<file path="src/rtl/uart_rx_fifo_mmio.sv">
// uart_rx_fifo_mmio: memory-mapped 8N1 UART receiver with byte FIFO and fill-level interrupt
module uart_rx_fifo_mmio #(
  parameter int          DEFAULT_DIV = 50,
  parameter int          FIFO_AW     = 4,
  parameter logic [31:0] BASE_ADDR   = 32'h8000_0010
) (
  input  logic        clk,
  input  logic        resetn,
  input  logic        mem_valid,
  output logic        mem_ready,
  input  logic [31:0] mem_addr,
  input  logic [31:0] mem_wdata,
  input  logic [3:0]  mem_wstrb,
  output logic [31:0] mem_rdata,
  input  logic        rxd,
  output logic        irq
);
  localparam int DEPTH = 1 << FIFO_AW;
  typedef enum logic [1:0] {IDLE, START, DATA, STOP} state_t;
  state_t state, state_n;
  logic r1, r2, r3;
  logic [15:0] div, d, d_n, cc, cc_n;
  logic [2:0] bc, bc_n;
  logic [7:0] sh, sh_n;
  logic fw, fw_n, push, ferr_set;
  logic [7:0] mem [DEPTH];
  logic [FIFO_AW-1:0] wp, rp;
  logic [FIFO_AW:0] count;
  logic [4:0] thresh;
  logic ovr, ferr;
  logic sel, req, wr, pop, full, empty, acc;
  logic [1:0] a;
  logic [31:0] rmux;
  logic unused;
  assign unused = ^{mem_addr[1:0], mem_wdata[31:16]};
  assign sel = mem_valid && mem_addr[31:4] == BASE_ADDR[31:4];
  assign req = sel && !mem_ready;
  assign wr = |mem_wstrb;
  assign a = mem_addr[3:2];
  assign full = count == (FIFO_AW+1)'(DEPTH);
  assign empty = count == '0;
  assign pop = req && !wr && a == 2'd0 && !empty;
  // a pop on the same edge frees the slot, so a push into a full FIFO still lands
  assign acc = push && (!full || pop);
  always_comb begin
    state_n = state;
    cc_n = cc + 16'd1;
    bc_n = bc;
    sh_n = sh;
    d_n = d;
    fw_n = fw;
    push = 1'b0;
    ferr_set = 1'b0;
    case (state)
      IDLE: begin
        cc_n = '0;
        if (r3 && !r2) begin
          state_n = START;
          d_n = div;
        end
      end
      START: if (cc == (d >> 1) - 16'd1) begin
        cc_n = '0;
        bc_n = '0;
        state_n = r2 ? IDLE : DATA;
      end
      DATA: if (cc == d - 16'd1) begin
        cc_n = '0;
        sh_n = {r2, sh[7:1]};
        bc_n = bc + 3'd1;
        if (bc == 3'd7) begin
          state_n = STOP;
          fw_n = 1'b0;
        end
      end
      STOP: if (fw) begin
        // broken stop bit: hold off until the line returns to idle
        cc_n = '0;
        if (r2) begin
          state_n = IDLE;
          fw_n = 1'b0;
        end
      end else if (cc == d - 16'd1) begin
        cc_n = '0;
        if (r2) begin
          push = 1'b1;
          state_n = IDLE;
        end else begin
          ferr_set = 1'b1;
          fw_n = 1'b1;
        end
      end
      default: state_n = IDLE;
    endcase
  end
  always_ff @(posedge clk) begin
    if (!resetn) begin
      {r1, r2, r3} <= 3'b111;
      state <= IDLE;
      cc <= '0;
      bc <= '0;
      sh <= '0;
      d <= 16'(DEFAULT_DIV);
      fw <= 1'b0;
    end else begin
      {r1, r2, r3} <= {rxd, r1, r2};
      state <= state_n;
      cc <= cc_n;
      bc <= bc_n;
      sh <= sh_n;
      d <= d_n;
      fw <= fw_n;
    end
  end
  always_comb rmux = a == 2'd0 ? (empty ? 32'd0 : {23'd0, 1'b1, mem[rp]}) :
                     a == 2'd1 ? {20'd0, ferr, ovr, full, empty, 3'd0, 5'(count)} :
                     a == 2'd2 ? {16'd0, div} : {27'd0, thresh};
  always_ff @(posedge clk) if (acc) mem[wp] <= sh;
  always_ff @(posedge clk) begin
    if (!resetn) begin
      wp <= '0;
      rp <= '0;
      count <= '0;
      ovr <= 1'b0;
      ferr <= 1'b0;
      div <= 16'(DEFAULT_DIV);
      thresh <= 5'd1;
      mem_ready <= 1'b0;
      mem_rdata <= '0;
      irq <= 1'b0;
    end else begin
      mem_ready <= req;
      mem_rdata <= (req && !wr) ? rmux : '0;
      irq <= thresh != 5'd0 && 32'(count) >= 32'(thresh);
      if (acc) wp <= wp + 1'b1;
      if (pop) rp <= rp + 1'b1;
      count <= count + (FIFO_AW+1)'(acc) - (FIFO_AW+1)'(pop);
      ovr <= (ovr && !(req && wr && a == 2'd1 && mem_wdata[10])) || (push && !acc);
      ferr <= (ferr && !(req && wr && a == 2'd1 && mem_wdata[11])) || ferr_set;
      if (req && wr && a == 2'd2) div <= mem_wdata[15:0] < 16'd4 ? 16'd4 : mem_wdata[15:0];
      if (req && wr && a == 2'd3) thresh <= mem_wdata[4:0];
    end
  end
endmodule

</file>
<file path="config.mk">
export PLATFORM = sky130hd
export DESIGN_NAME = uart_rx_fifo_mmio
export DESIGN_NICKNAME = d
export VERILOG_FILES = /design/src/rtl/uart_rx_fifo_mmio.sv
export SDC_FILE = /design/constraint.sdc
export NUM_CORES = 1
export LEC_CHECK = 0
export ABC_AREA = 1
export CAP_MARGIN = 15
export CORE_MARGIN = 4
export CORE_UTILIZATION = 62
export DETAILED_ROUTE_END_ITERATION = 8
export GPL_TIMING_DRIVEN = 1
export PLACE_DENSITY = 0.95
export RECOVER_POWER = 50
export SLEW_MARGIN = 20
export SYNTH_ARGS = -nofsm -noshare
export SYNTH_HDL_FRONTEND = slang
export SYNTH_SLANG_ARGS = --single-unit
export TNS_END_PERCENT = 20
</file>
<file path="constraint.sdc">
create_clock -name clk -period 6 [get_ports clk]
set_clock_uncertainty 0.15 [all_clocks]
set_input_delay 0.6 -clock clk [delete_from_list [all_inputs] [get_ports clk]]
set_output_delay 0.6 -clock clk [all_outputs]
set_load 0.01 [all_outputs]
</file>
==> flow_metrics.env <==
export IMPL_path_cells="dlygate4sd3_1, or2_2, nor4_1, nand3_1, nand2_1, nand3_4, o21ai_0, ha_1, inv_1, fa_1, nor3_1, a211oi_1, o21ai_0, a21oi_1"
export IMPL_fmaxAchievable_ghz=0.2298
export IMPL_synth_area_per_cell_um2=9.191
export IMPL_violations="capacitance limit, slew limit"
export IMPL_hold_buffers=0
export IMPL_grt_pass1_wl_mm=44.13
export IMPL_cts_root_buf="clkbuf_16"
export IMPL_via_count=8924
export IMPL_ys_types=56
export IMPL_period_share_pct=72.54
export IMPL_fillCellCount=1084
export IMPL_first_global_vias=8629
export IMPL_diodes=0
export IMPL_setup_violations=0
export IMPL_worstHoldStart="r1"
export IMPL_cp_arrival_ns=4.61
export IMPL_power_per_cell_area_nw_per_um2=270.7
export IMPL_cts_tree="yes"
export IMPL_tns_ns=0
export IMPL_r2r_end="count[4]"
export IMPL_synth_ff_type="edfxtp_1"
export IMPL_clkLatencyLatePin_ns=0.53
export IMPL_critPathBufInv=2
export IMPL_grt_overflow=0
export IMPL_drc=0
export IMPL_synth_edff_count=128
export IMPL_antenna_found_initial=0
export IMPL_dp_hpwl_mm=18.36
export IMPL_async_flop_share_pct=0
export IMPL_via_per_inst=5.961
export IMPL_synth_xor_area_share_pct=2.478
export IMPL_yosysWarnings=0
export IMPL_yosysSeqAreaShare_pct=54.64
export IMPL_crit_fanout=7
export IMPL_placementRows=48
export IMPL_hold_path_class="flip-flop to flip-flop"
export IMPL_cp_required_ns=6.26
export IMPL_ant_nets=0
export IMPL_cts_buffer_depth=3
export IMPL_reg2reg_slack_ns=2.28
export IMPL_cts_resized=0
export IMPL_cts_buffers=24
export IMPL_place_gp_congestion=0.9366
export IMPL_worst_slew_pin_slew_ns=2.106
export IMPL_critPathLaunchType="input port"
export IMPL_endpoint_kind="flip-flop"
export IMPL_worst_setup_path_type="input port to flip-flop"
export IMPL_status="finished, violations left"
export IMPL_ys_ff_latch=235
export IMPL_num_io_pins=106
export IMPL_r2r_start="d[1]"
export IMPL_relSlewSlack_pct=-40.41
export IMPL_ir_drop_mv=0.3053
export IMPL_critical_path_max_stage_delay_ns=0.79
export IMPL_syn_cell_area_um2=10960
export IMPL_wl_mm=28.13
export IMPL_min_delay_worst_endpoint="r2"
export IMPL_met2WireLength_mm=13.86
export IMPL_start_util_pct=63.34
export IMPL_wl_per_cell_um=18.79
export IMPL_rsz0062_at_grt="no"
export IMPL_highest_layer="met4"
export IMPL_leakagePower_nw=4.835
export IMPL_cp_common_cell="o21ai_0"
export IMPL_yosys_area_share_simple_pct=17.55
export IMPL_hold_ws_ns=0.3123
export IMPL_grt_start_max_net_pins=52
export IMPL_critical_path_startpoint="mem_addr[27]"
export IMPL_muxShareOfSynthArea_pct=2.924
export IMPL_drv_slew=51
export IMPL_period_minus_slack_ns=4.353
export IMPL_drt_met1_wl_mm=10.29
export IMPL_first_pass_iters=6
export IMPL_netlist_instances=1192
export IMPL_hold_depth=1
export IMPL_final_hold_violation_count=0
export IMPL_crit_slowest_cell="nor4_1"
export IMPL_die_h_um=140.9
export IMPL_wl_met3_mm=2.612
export IMPL_synth_top_family_by_area="simple AND/OR/NAND/NOR gates"
export IMPL_fp_dieW_um=140.9
export IMPL_cpLargestDelayFamily="simple AND/OR/NAND/NOR gates"
export IMPL_clkTransAtPathRegs_ns=0.06
export IMPL_globalRouteTotalUtil_pct=27.78
export IMPL_drv_cap=1
export IMPL_worstRegToRegCells=21
export IMPL_dieArea_um2=19860
export IMPL_power_total_w=0.003402
export IMPL_htreeDepth=1
export IMPL_fin_nets=1347
export IMPL_areaGrowthSynthToFinish_pct=14.74
export IMPL_post_cts_buffers=0
export IMPL_place_ws_ns=1.399
export IMPL_cts_sinks=235
export IMPL_drt_initial_drc_count=1361
export IMPL_setup_ws_ns=1.647
export IMPL_core_area_um2=17300
export IMPL_synthAdderAreaFrac_pct=2.467
export IMPL_synth_compound_area_share_pct=12.57
export IMPL_io_buffers=71
export IMPL_drive_gt1_share_pct=6.761
[Yosys cell counts (all sizes together) (8+ instances only)]
cell type  number  area (µm²)
nand2         190       738.2
o211ai         10       75.07
o21ai         124       628.1
a22oi           9       67.56
xor2           23       201.4
clkbuf         27       102.6
dfxtp         107        2142
nand3          48       257.8
mux2i          32       320.3
xnor2           8       70.07
ha             20       250.2
buf            27       178.9
inv           138       518.0
edfxtp        128        3844
a21oi          86       441.7
nor2          141       600.6
nand4          10       68.81
nor3           16       90.09
[per-stage QoR]
| stage | utilization (%) | std cells | instance area, µm² |
|---|---|---|---|
| 2_1_floorplan | - | 1207 | 11010 |
| 3_3_place_gp | 67.97 | 1453 | 11760 |
| 3_5_place_dp | 67.97 | 1453 | 11760 |
| 4_1_cts | 72.81 | 1497 | 12590 |
| 5_1_grt | 72.68 | 1497 | 12570 |
| 6_report | 72.68 | 1497 | 12570 |
[worst reg2reg max path, cell delays in order, from the launching register on]
cell,delay [ns]
dfxtp_1,0.33
inv_1,0.14
ha_1,0.25
inv_1,0.11
nor2_1,0.16
nand2_1,0.13
nor2_4,0.15
nand3b_1,0.08
nand2_1,0.07
nand2_1,0.06
nor2_1,0.12
nand2_2,0.13
nor2_8,0.22
nand3_4,0.15
o21ai_0,0.22
ha_1,0.19
inv_1,0.05
fa_1,0.40
nor3_1,0.21
a211oi_1,0.09
o21ai_0,0.15
a21oi_1,0.06
[cell type report]
class                           instances  area [µm²]  share of cell area (%)
Clock buffer                           37       744.5                   5.922
Timing Repair Buffer                   75       733.2                   5.833
Sequential cell                       235        5989                   47.65
Clock inverter                          7       92.59                  0.7365
Inverter                              139       521.8                   4.150
Multi-Input combinational cell        779        4208                   33.47
Tap cell                              225       281.5                   2.239
[cell usage in the layout (no fill, tap or decap), drive strengths merged, types with 2 or more instances in the layout]
cell and count:
or2 6, nor4 6, a21oi 86, o22ai 3, buf 2, nand3 48, nand3b 7, clkbuf 39
edfxtp 128, inv 139, a31oi 2, a21o 2, a22oi 9, xor2 23, ha 20, nor2 141
clkdlybuf4s50 51, nand2 190, dfxtp 107, xnor2 8, nor3 16, nand4 10, dlygate4sd3 20, mux2i 32
a211oi 6, clkinv 5, o221ai 4, conb 16, o21ai 124, o21bai 2, o211ai 10
[worst max path at each step]
stage | endpoint | slack, ns | cells after the start
2_1_floorplan | count[4] | 2.85 | 13
3_3_place_gp | count[4] | 1.51 | 14
3_5_place_dp | count[4] | 1.40 | 14
5_1_grt | count[4] | 1.54 | 14
6_report | count[4] | 1.65 | 14
4_1_cts | count[4] | 1.89 | 14
[metal layers]
metal	global-route usage, %	vias up
met1	33.92	4093
met3	4.749	132
met4	12.95	0
met2	48.14	583
li1	-	4116
met5	0	-
[registers in the layout, indices dropped and copies added (netlist names), 3 cells and up, named ones only]
| name | flops |
|---|---|
| mem | 128 |
| wp | 4 |
| rp | 4 |
| sh | 8 |
| div | 16 |
| thresh | 5 |
| cc | 16 |
| count | 5 |
| d | 16 |
| bc | 3 |
| mem_rdata | 16 |
[where the power goes]
part	total [W]	internal, W	switching [W]
clock	0.00154	0.000908	0.000630
sequential	0.00170	0.00169	0.0000139
combinational	0.000164	0.0000690	0.0000950
[kinds of logic (layout without fill, tap and decap cells)]
group / Yosys count / count (layout)
muxes: 32 / 32
xor gates and xnor gates: 31 / 31
and+or+nand+nor: 428 / 428
other: 1 / 16
adders and majority gates: 21 / 21
AOI/OAI and AO/OA: 251 / 251
buffers and inverters: 193 / 258
DFF: 235 / 235
(Power assumes the default switching activity.)
